===== config.mk =====
export PLATFORM = sky130hd
export DESIGN_NAME = audio_i2s_transmitter
export DESIGN_NICKNAME = d
export VERILOG_FILES = /design/src/rtl/audio_i2s_transmitter.sv
export SDC_FILE = /design/constraint.sdc
export NUM_CORES = 1
export LEC_CHECK = 0
export ABC_AREA = 0
export BUFFER_PORTS_ARGS = -buffer_cell sky130_fd_sc_hd__buf_2
export CAP_MARGIN = 40
export CORE_MARGIN = 5
export CORE_UTILIZATION = 50
export CTS_CLUSTER_DIAMETER = 200
export DETAILED_ROUTE_END_ITERATION = 16
export PLACE_DENSITY = 0.7
export SKIP_LAST_GASP = 1
export SYNTH_ARGS = -nofsm -noshare
export SYNTH_HDL_FRONTEND = slang
export SYNTH_SLANG_ARGS = --single-unit
export TNS_END_PERCENT = 50

===== constraint.sdc =====
create_clock -name aclk -period 2.75 [get_ports aclk]
set_input_delay 0.1375 -clock aclk [delete_from_list [all_inputs] [get_ports aclk]]
set_output_delay 0.1375 -clock aclk [all_outputs]
set_load 0.005 [all_outputs]

===== src/rtl/audio_i2s_transmitter.sv =====
// ---------------------------------------------------------------------------
// audio_i2s_transmitter
//
// Serialises left/right PCM pairs from a mixer onto a standard I2S link
// (one-bit data delay after the word-select edge, MSB first).  A single-entry
// holding buffer decouples the mixer from the frame timing.  At every frame
// boundary the buffered pair is moved into the shift register.  If the buffer
// is empty at that point, a silent frame is sent instead.
//
// Parameters
//   BCLK_DIV    aclk cycles per audio_bclk half-period (>= 2)
//   DATA_WIDTH  bits per channel sample; one frame is 2*DATA_WIDTH bits
//
// Ports
//   aclk            in   system clock, rising-edge logic only
//   aresetn         in   asynchronous active-low reset
//   sample_left     in   left sample, two's complement
//   sample_right    in   right sample, two's complement
//   sample_valid    in   left/right pair valid
//   sample_ready    out  holding buffer empty (combinational from register)
//   sample_request  out  one-cycle pulse at each frame load
//   underrun        out  one-cycle pulse when a frame load finds no pair
//   audio_bclk      out  I2S bit clock
//   audio_lrclk     out  I2S word select (0 = left, 1 = right)
//   audio_dout      out  I2S serial data
// ---------------------------------------------------------------------------
module audio_i2s_transmitter #(
    parameter int unsigned BCLK_DIV   = 12,
    parameter int unsigned DATA_WIDTH = 16
) (
    input  logic                  aclk,
    input  logic                  aresetn,
    input  logic [DATA_WIDTH-1:0] sample_left,
    input  logic [DATA_WIDTH-1:0] sample_right,
    input  logic                  sample_valid,
    output logic                  sample_ready,
    output logic                  sample_request,
    output logic                  underrun,
    output logic                  audio_bclk,
    output logic                  audio_lrclk,
    output logic                  audio_dout
);

    localparam int unsigned FRAME_BITS = 2 * DATA_WIDTH;
    localparam int unsigned DIV_W      = (BCLK_DIV > 1) ? $clog2(BCLK_DIV) : 1;
    localparam int unsigned CNT_W      = $clog2(FRAME_BITS);

    localparam logic [DIV_W-1:0] DIV_LAST = DIV_W'(BCLK_DIV - 1);
    localparam logic [CNT_W-1:0] CNT_LAST = CNT_W'(FRAME_BITS - 1);

    // -----------------------------------------------------------------------
    // State
    // -----------------------------------------------------------------------
    logic [DIV_W-1:0]      div_q,            div_d;
    logic                  bclk_q,           bclk_d;
    logic [CNT_W-1:0]      bit_cnt_q,        bit_cnt_d;
    logic                  lrclk_q,          lrclk_d;
    logic                  dout_q,           dout_d;
    logic [FRAME_BITS-1:0] shreg_q,          shreg_d;
    logic                  buf_full_q,       buf_full_d;
    logic [DATA_WIDTH-1:0] buf_left_q,       buf_left_d;
    logic [DATA_WIDTH-1:0] buf_right_q,      buf_right_d;
    logic                  sample_request_q, sample_request_d;
    logic                  underrun_q,       underrun_d;

    // -----------------------------------------------------------------------
    // Event decode
    // -----------------------------------------------------------------------
    logic             div_wrap;
    logic             fall_evt;
    logic             frame_load;
    logic             accept;
    logic [CNT_W-1:0] bit_cnt_inc;

    always_comb begin
        div_wrap    = (div_q == DIV_LAST);
        // bclk is about to go 1 -> 0: the only cycle the serialiser advances
        fall_evt    = div_wrap & bclk_q;
        // the falling event on which bit_cnt wraps back to 0
        frame_load  = fall_evt & (bit_cnt_q == CNT_LAST);
        accept      = sample_valid & ~buf_full_q;
        bit_cnt_inc = (bit_cnt_q == CNT_LAST) ? '0 : bit_cnt_q + CNT_W'(1);
    end

    // -----------------------------------------------------------------------
    // Bit-clock divider: toggles bclk every BCLK_DIV aclk cycles
    // -----------------------------------------------------------------------
    always_comb begin
        div_d  = div_q;
        bclk_d = bclk_q;
        if (div_wrap) begin
            div_d  = '0;
            bclk_d = ~bclk_q;
        end else begin
            div_d  = div_q + DIV_W'(1);
        end
    end

    // -----------------------------------------------------------------------
    // Serialiser: bit counter, word select, data output and shift register
    // -----------------------------------------------------------------------
    always_comb begin
        bit_cnt_d = bit_cnt_q;
        lrclk_d   = lrclk_q;
        dout_d    = dout_q;
        shreg_d   = shreg_q;
        if (fall_evt) begin
            bit_cnt_d = bit_cnt_inc;
            lrclk_d   = bit_cnt_inc[CNT_W-1];
            // dout takes the old MSB even on a load, so the previous right
            // LSB goes out while the new frame enters the shift register
            dout_d    = shreg_q[FRAME_BITS-1];
            shreg_d   = {shreg_q[FRAME_BITS-2:0], 1'b0};
            if (frame_load) begin
                shreg_d = buf_full_q ? {buf_left_q, buf_right_q} : '0;
            end
        end
    end

    // -----------------------------------------------------------------------
    // Holding buffer and frame-load status pulses
    // -----------------------------------------------------------------------
    always_comb begin
        buf_full_d       = buf_full_q;
        buf_left_d       = buf_left_q;
        buf_right_d      = buf_right_q;
        sample_request_d = frame_load;
        underrun_d       = frame_load & ~buf_full_q;
        // A load only drains a pair that was already registered; a pair
        // accepted in the load cycle stays buffered for the next frame.
        if (frame_load && buf_full_q) begin
            buf_full_d = 1'b0;
        end
        // accept and a draining load are exclusive: accept needs buf_full_q=0
        if (accept) begin
            buf_full_d  = 1'b1;
            buf_left_d  = sample_left;
            buf_right_d = sample_right;
        end
    end

    // -----------------------------------------------------------------------
    // Registers
    // -----------------------------------------------------------------------
    always_ff @(posedge aclk or negedge aresetn) begin
        if (!aresetn) begin
            div_q            <= '0;
            bclk_q           <= 1'b0;
            bit_cnt_q        <= CNT_LAST;
            lrclk_q          <= 1'b1;
            dout_q           <= 1'b0;
            shreg_q          <= '0;
            buf_full_q       <= 1'b0;
            buf_left_q       <= '0;
            buf_right_q      <= '0;
            sample_request_q <= 1'b0;
            underrun_q       <= 1'b0;
        end else begin
            div_q            <= div_d;
            bclk_q           <= bclk_d;
            bit_cnt_q        <= bit_cnt_d;
            lrclk_q          <= lrclk_d;
            dout_q           <= dout_d;
            shreg_q          <= shreg_d;
            buf_full_q       <= buf_full_d;
            buf_left_q       <= buf_left_d;
            buf_right_q      <= buf_right_d;
            sample_request_q <= sample_request_d;
            underrun_q       <= underrun_d;
        end
    end

    // -----------------------------------------------------------------------
    // Outputs
    // -----------------------------------------------------------------------
    assign sample_ready   = ~buf_full_q;
    assign sample_request = sample_request_q;
    assign underrun       = underrun_q;
    assign audio_bclk     = bclk_q;
    assign audio_lrclk    = lrclk_q;
    assign audio_dout     = dout_q;

endmodule


* Word-level counts from Yosys, hierarchy flattened *
Cells that the tools add are included.

word-level totals
  register bits after elaboration = 79
  input port bits = 35
  output and inout bits = 6
  logic and storage cells = 29

operators by class
  reductions and logical operators = 2
  $add $sub $neg = 2
  bitwise gates (word level) = 6
  equal/unequal tests = 2
  multiplexer cells = 6

operators with widths
  kind                                                           number
  32-bit 2-to-1 mux                                              2
  5-bit by 1-bit adder with 5-bit output, second input constant  1
  5-bit equality test, second input constant                     1
  5-bit 2-to-1 mux                                               1
  4-bit by 1-bit adder with 4-bit output, second input constant  1
  1-bit bitwise AND                                              4
  4-bit equality test, second input constant                     1
  4-bit 2-to-1 mux                                               1
  1-bit 2-to-1 mux                                               2
  1-bit inverter                                                 2
  2-bit nonzero test                                             1
  1-bit logical AND                                              1

* Depth between registers and ports, before layout *
  word-level depth = 6
  mapped depth = 8
  gate-level depth less buffers = 6

* Least setup slack after synthesis *
No wires, ideal clock.

  kind = reg-to-reg
  start = reg bit_cnt_q[0]
  end = reg buf_full_q
  required time = 2632 ps
  slack = 931 ps
  arrival = 1701 ps
  cell stages (with the launch flop) = 8
  path buffers = 2
  library setup time = 118 ps
  clock period less this slack = 1819 ps
  path through = dfstp_2 -> ha_1 -> and3_1 -> ha_1 -> buf_2 -> buf_2 -> nand2_1 -> a21o_1

on the way
  word-level cells in the longest chain between the ends = 4

ends and longest elaborated chain
  what                                 line  text
  start, declared                      56    logic [CNT_W-1:0] bit_cnt_q, bit_cnt_d;
  start signal, assigned               161   bit_cnt_q <= bit_cnt_d;
  5-bit equality test                  80    frame_load = fall_evt & (bit_cnt_q == CNT_LAST);
  1-bit bitwise AND                    80
  1-bit logical AND                    131   if (frame_load && buf_full_q) begin
  2-bit nonzero test (no source line)  -
  end signal, assigned                 165   buf_full_q <= buf_full_d;
  end, declared                        60    logic buf_full_q, buf_full_d;

Every way passes these cells.
A chain may end at the register's enable or synchronous reset.

* Worst setup path in the final report *
  start = reg bit_cnt_q[0]
  end = reg shreg_q[17]

on the way
  word-level cells in the longest chain between the ends = 3

ends and longest elaborated chain
  what                  line  text
  5-bit equality test   80
  1-bit bitwise AND     80
  32-bit 2-to-1 mux     114   if (frame_load) begin
  end signal, assigned  164   shreg_q <= shreg_d;
  end, declared         59    logic [FRAME_BITS-1:0] shreg_q, shreg_d;

Every way passes these cells.

==> summary.md <==
| Metric | Value |
|---|---|
| Status | completed |
| Most frequent cells after synthesis | dfrtp_1, nand2_1, o21ai_0, mux2_2, nor2b_1 |
| Setup TNS | 0 ns |
| Critical path class | flop to flop |
| Startpoint Class | flop |
| Unique masters post-synth | 25 |
| Final number of setup-violating endpoints | 0 |
| Layout Cells excl Fill | 418 |
| Met3 WL | 195 µm |
| Via/cell ratio | 5.33 |
| Tot Pwr | 2680 µW |
| Setup bufs post-CTS | 0 |
| DP Area | 0.00363 mm² |
| Synth-to-layout area growth | 15.5% |
| WP data required | 2.96 ns |
| Vias in the first global route | 2224 |
| Worst Path Buf+Inv | 1 |
| Clk root buf | clkbuf_8 |
| Min-delay worst type | primary input to flop |
| First-pass GRT wire length | 10300 µm |
| GPL Wtd Cong | 0.714 |
| IO Count | 41 |
| Unrepaired setup endpoints after global routing | false |
| # rows | 29 |
| Fill cells | 546 |
| Area contributors post-synth | dfrtp_1, mux2_2, nor2b_1 |
| Gr usage total | 15.1% |
| Yosys top cell area share | 54.5% |
| Total CTS buffers | 9 |
| Achievable Freq | 0.467 GHz |
| 1st-iter DRT viols | 106 |
| Slew Viols, Final | 0 |
| Pin count of the biggest net entering global routing | 53 |
| YS warnings | 0 |
| Fin Hold WS | 0.0220 ns |
| Share of layout cells above drive strength 1 | 29.9% |
| Post-CTS Resized | 0 |
| DRC | 0 |
| Synthesized Nets | 338 |
| Clock Skews | 0.00923 ns |
| Wirelength per Cell | 14.1 µm |
| Crit path largest cell delay | 0.57 ns |
| Crit path DAT | 2.35 ns |
| Hold Buf Count CTS | 1 |
| Antenna violations before repair | 0 |
| Drt pass-1 iters | 4 |
| Port-buffer cells | 40 |
| DP HPWL | 3790 µm |
| Total grt overflow | 0 |
| Final ANT Viol Nets | 0 |
| Die Ht | 91.9 µm |
| CP endpoint kind | flop |
| CP delay by family, top | adder cells |
| Met2 WL | 2750 µm |
| Max Cap Viol | 0 |
| Yosys reg bits | 78 |
| Sequential-to-total area share from yosys stat | 58.4% |
| DRT met1 WL | 2790 µm |
| Final instance area | 0.00387 mm² |
| EDFF count, synth | 0 |
| Slowest CP cell | dfstp_2 |
| Worst-path fanout max | 25 |
| Mapped Cells | 300 |
| Final Hold Fails | 0 |
| Crit share post-route | 77.8% |
| Crit-path cells | ha_1 > and3_1 > ha_2 > buf_4 > nor2b_1 > a31oi_1 > o21ai_0 |
| Worst skew pair latency | 0.34 ns |
| Clock Path Buffers | 2 |
| Worst-margin pin slew | 0.520 ns |
| Htree depth | 3 |
| Mapped Avg Cell Area | 11.2 µm² |
| Main synth FF type | dfrtp_1 |
| Final WL | 5870 µm |
| PwrDens | 691 mW/mm² |
| Die ar. | 0.00845 mm² |
| Mapped cell area | 0.00335 mm² |
| Core area | 0.00642 mm² |
| Top sig layer | met4 |
| Via count | 2226 |
| Cell with the most instances after synthesis | dfrtp_1 |
| Slew headroom | 65.3% |
| Async set-or-reset flop fraction in the synthesized netlist | 100% |
| CTS tree | done |
| Reg clk slew, reported paths | 0.08 ns |
| Area leader, netlist | dfrtp_1 |
| Die width | 91.9 µm |
| # nets final | 374 |
| CTS sink count | 78 |
| Starting Density | 52.2% |
| Maximum VDD drop | 0.519 mV |
| Inst Count DP | 401 |
| Lkg Pwr | 0.00182 µW |
| Tmin final | 2.14 ns |
| Reg-to-reg setup timing slack | 0.61 ns |
| ANT cells | 0 |
[path summary, 6_finish.rpt]
check,from,to,depth (start not counted)
worst min-delay path,sample_left[2],buf_left_q[2],2
min in group asynchronous,aresetn,buf_right_q[3],2
max in group asynchronous,aresetn,bit_cnt_q[3],3
worst max register to register,bit_cnt_q[0],shreg_q[17],7
worst max-delay path,bit_cnt_q[0],shreg_q[17],7
worst min register to register,div_q[0],div_q[0],1
[cells by family (layout without fill, tap and decap cells)]
kind of cell,Yosys count,count (layout),share of synthesized area [%]
xor gates and xnor gates,2,2,0.522
DFF,78,78,58.4
adders and majority gates,3,3,1.12
and+or+nand+nor,88,88,13.5
AOI/OAI and AO/OA,71,71,12.2
muxes,33,33,11.1
buffers and inverters,25,66,3.28
[area by class of cell]
cell class | count | area, µm² | area share (%)
inverter | 3 | 11.3 | 0.291
multi-input combinational | 197 | 1300 | 33.5
clock buffer | 13 | 169 | 4.36
clock inverter | 3 | 65.1 | 1.68
timing repair buffer | 47 | 278 | 7.17
sequential | 78 | 1960 | 50.5
tap | 77 | 96.3 | 2.49
[metrics by stage]
stage,setup slack [ns],utilization (%)
3_3_place_gp,0.676,56.1
2_1_floorplan,0.931,-
5_1_grt,0.407,60.3
3_5_place_dp,0.632,56.5
6_report,0.609,60.3
4_1_cts,0.616,60.3
[report_power, final]
| group | switching [µW] | leakage, µW | internal, µW |
|---|---|---|---|
| Clock | 398 | 0.000120 | 585 |
| Combinational | 90.3 | 0.000704 | 166 |
| Sequential | 105 | 0.000992 | 1330 |
| Total | 594 | 0.00182 | 2080 |
[placed cells by master (no fill, tap or decap), types with 5 or more instances in the layout]
master / instances
buf_2: 39
o21ai_0: 34
mux2_2: 33
dfrtp_1: 73
nor2b_1: 32
clkbuf_8: 12
a31oi_1: 32
buf_4: 6
dfstp_2: 5
nand2_1: 45
[metal layers]
layer  vias up  track usage (%)
li1       1112                -
met2        34             23.7
met4         0             7.05
met3        10             3.36
met5         -                0
met1      1070             20.1
[state kept, by name, summed over array words and instances (netlist names), 4 cells and up]
register	count
shreg_q	32
buf_left_q	16
buf_right_q	16
bit_cnt_q	5
div_q	4
[worst register-to-register path: stages, from the launching register on]
cell and delay [ns]:
dfstp_2 0.57, ha_1 0.18, and3_1 0.16, ha_2 0.43, buf_4 0.34, nor2b_1 0.09
a31oi_1 0.14, o21ai_0 0.09
No activity file was read; power rests on OpenSTA's default activity.
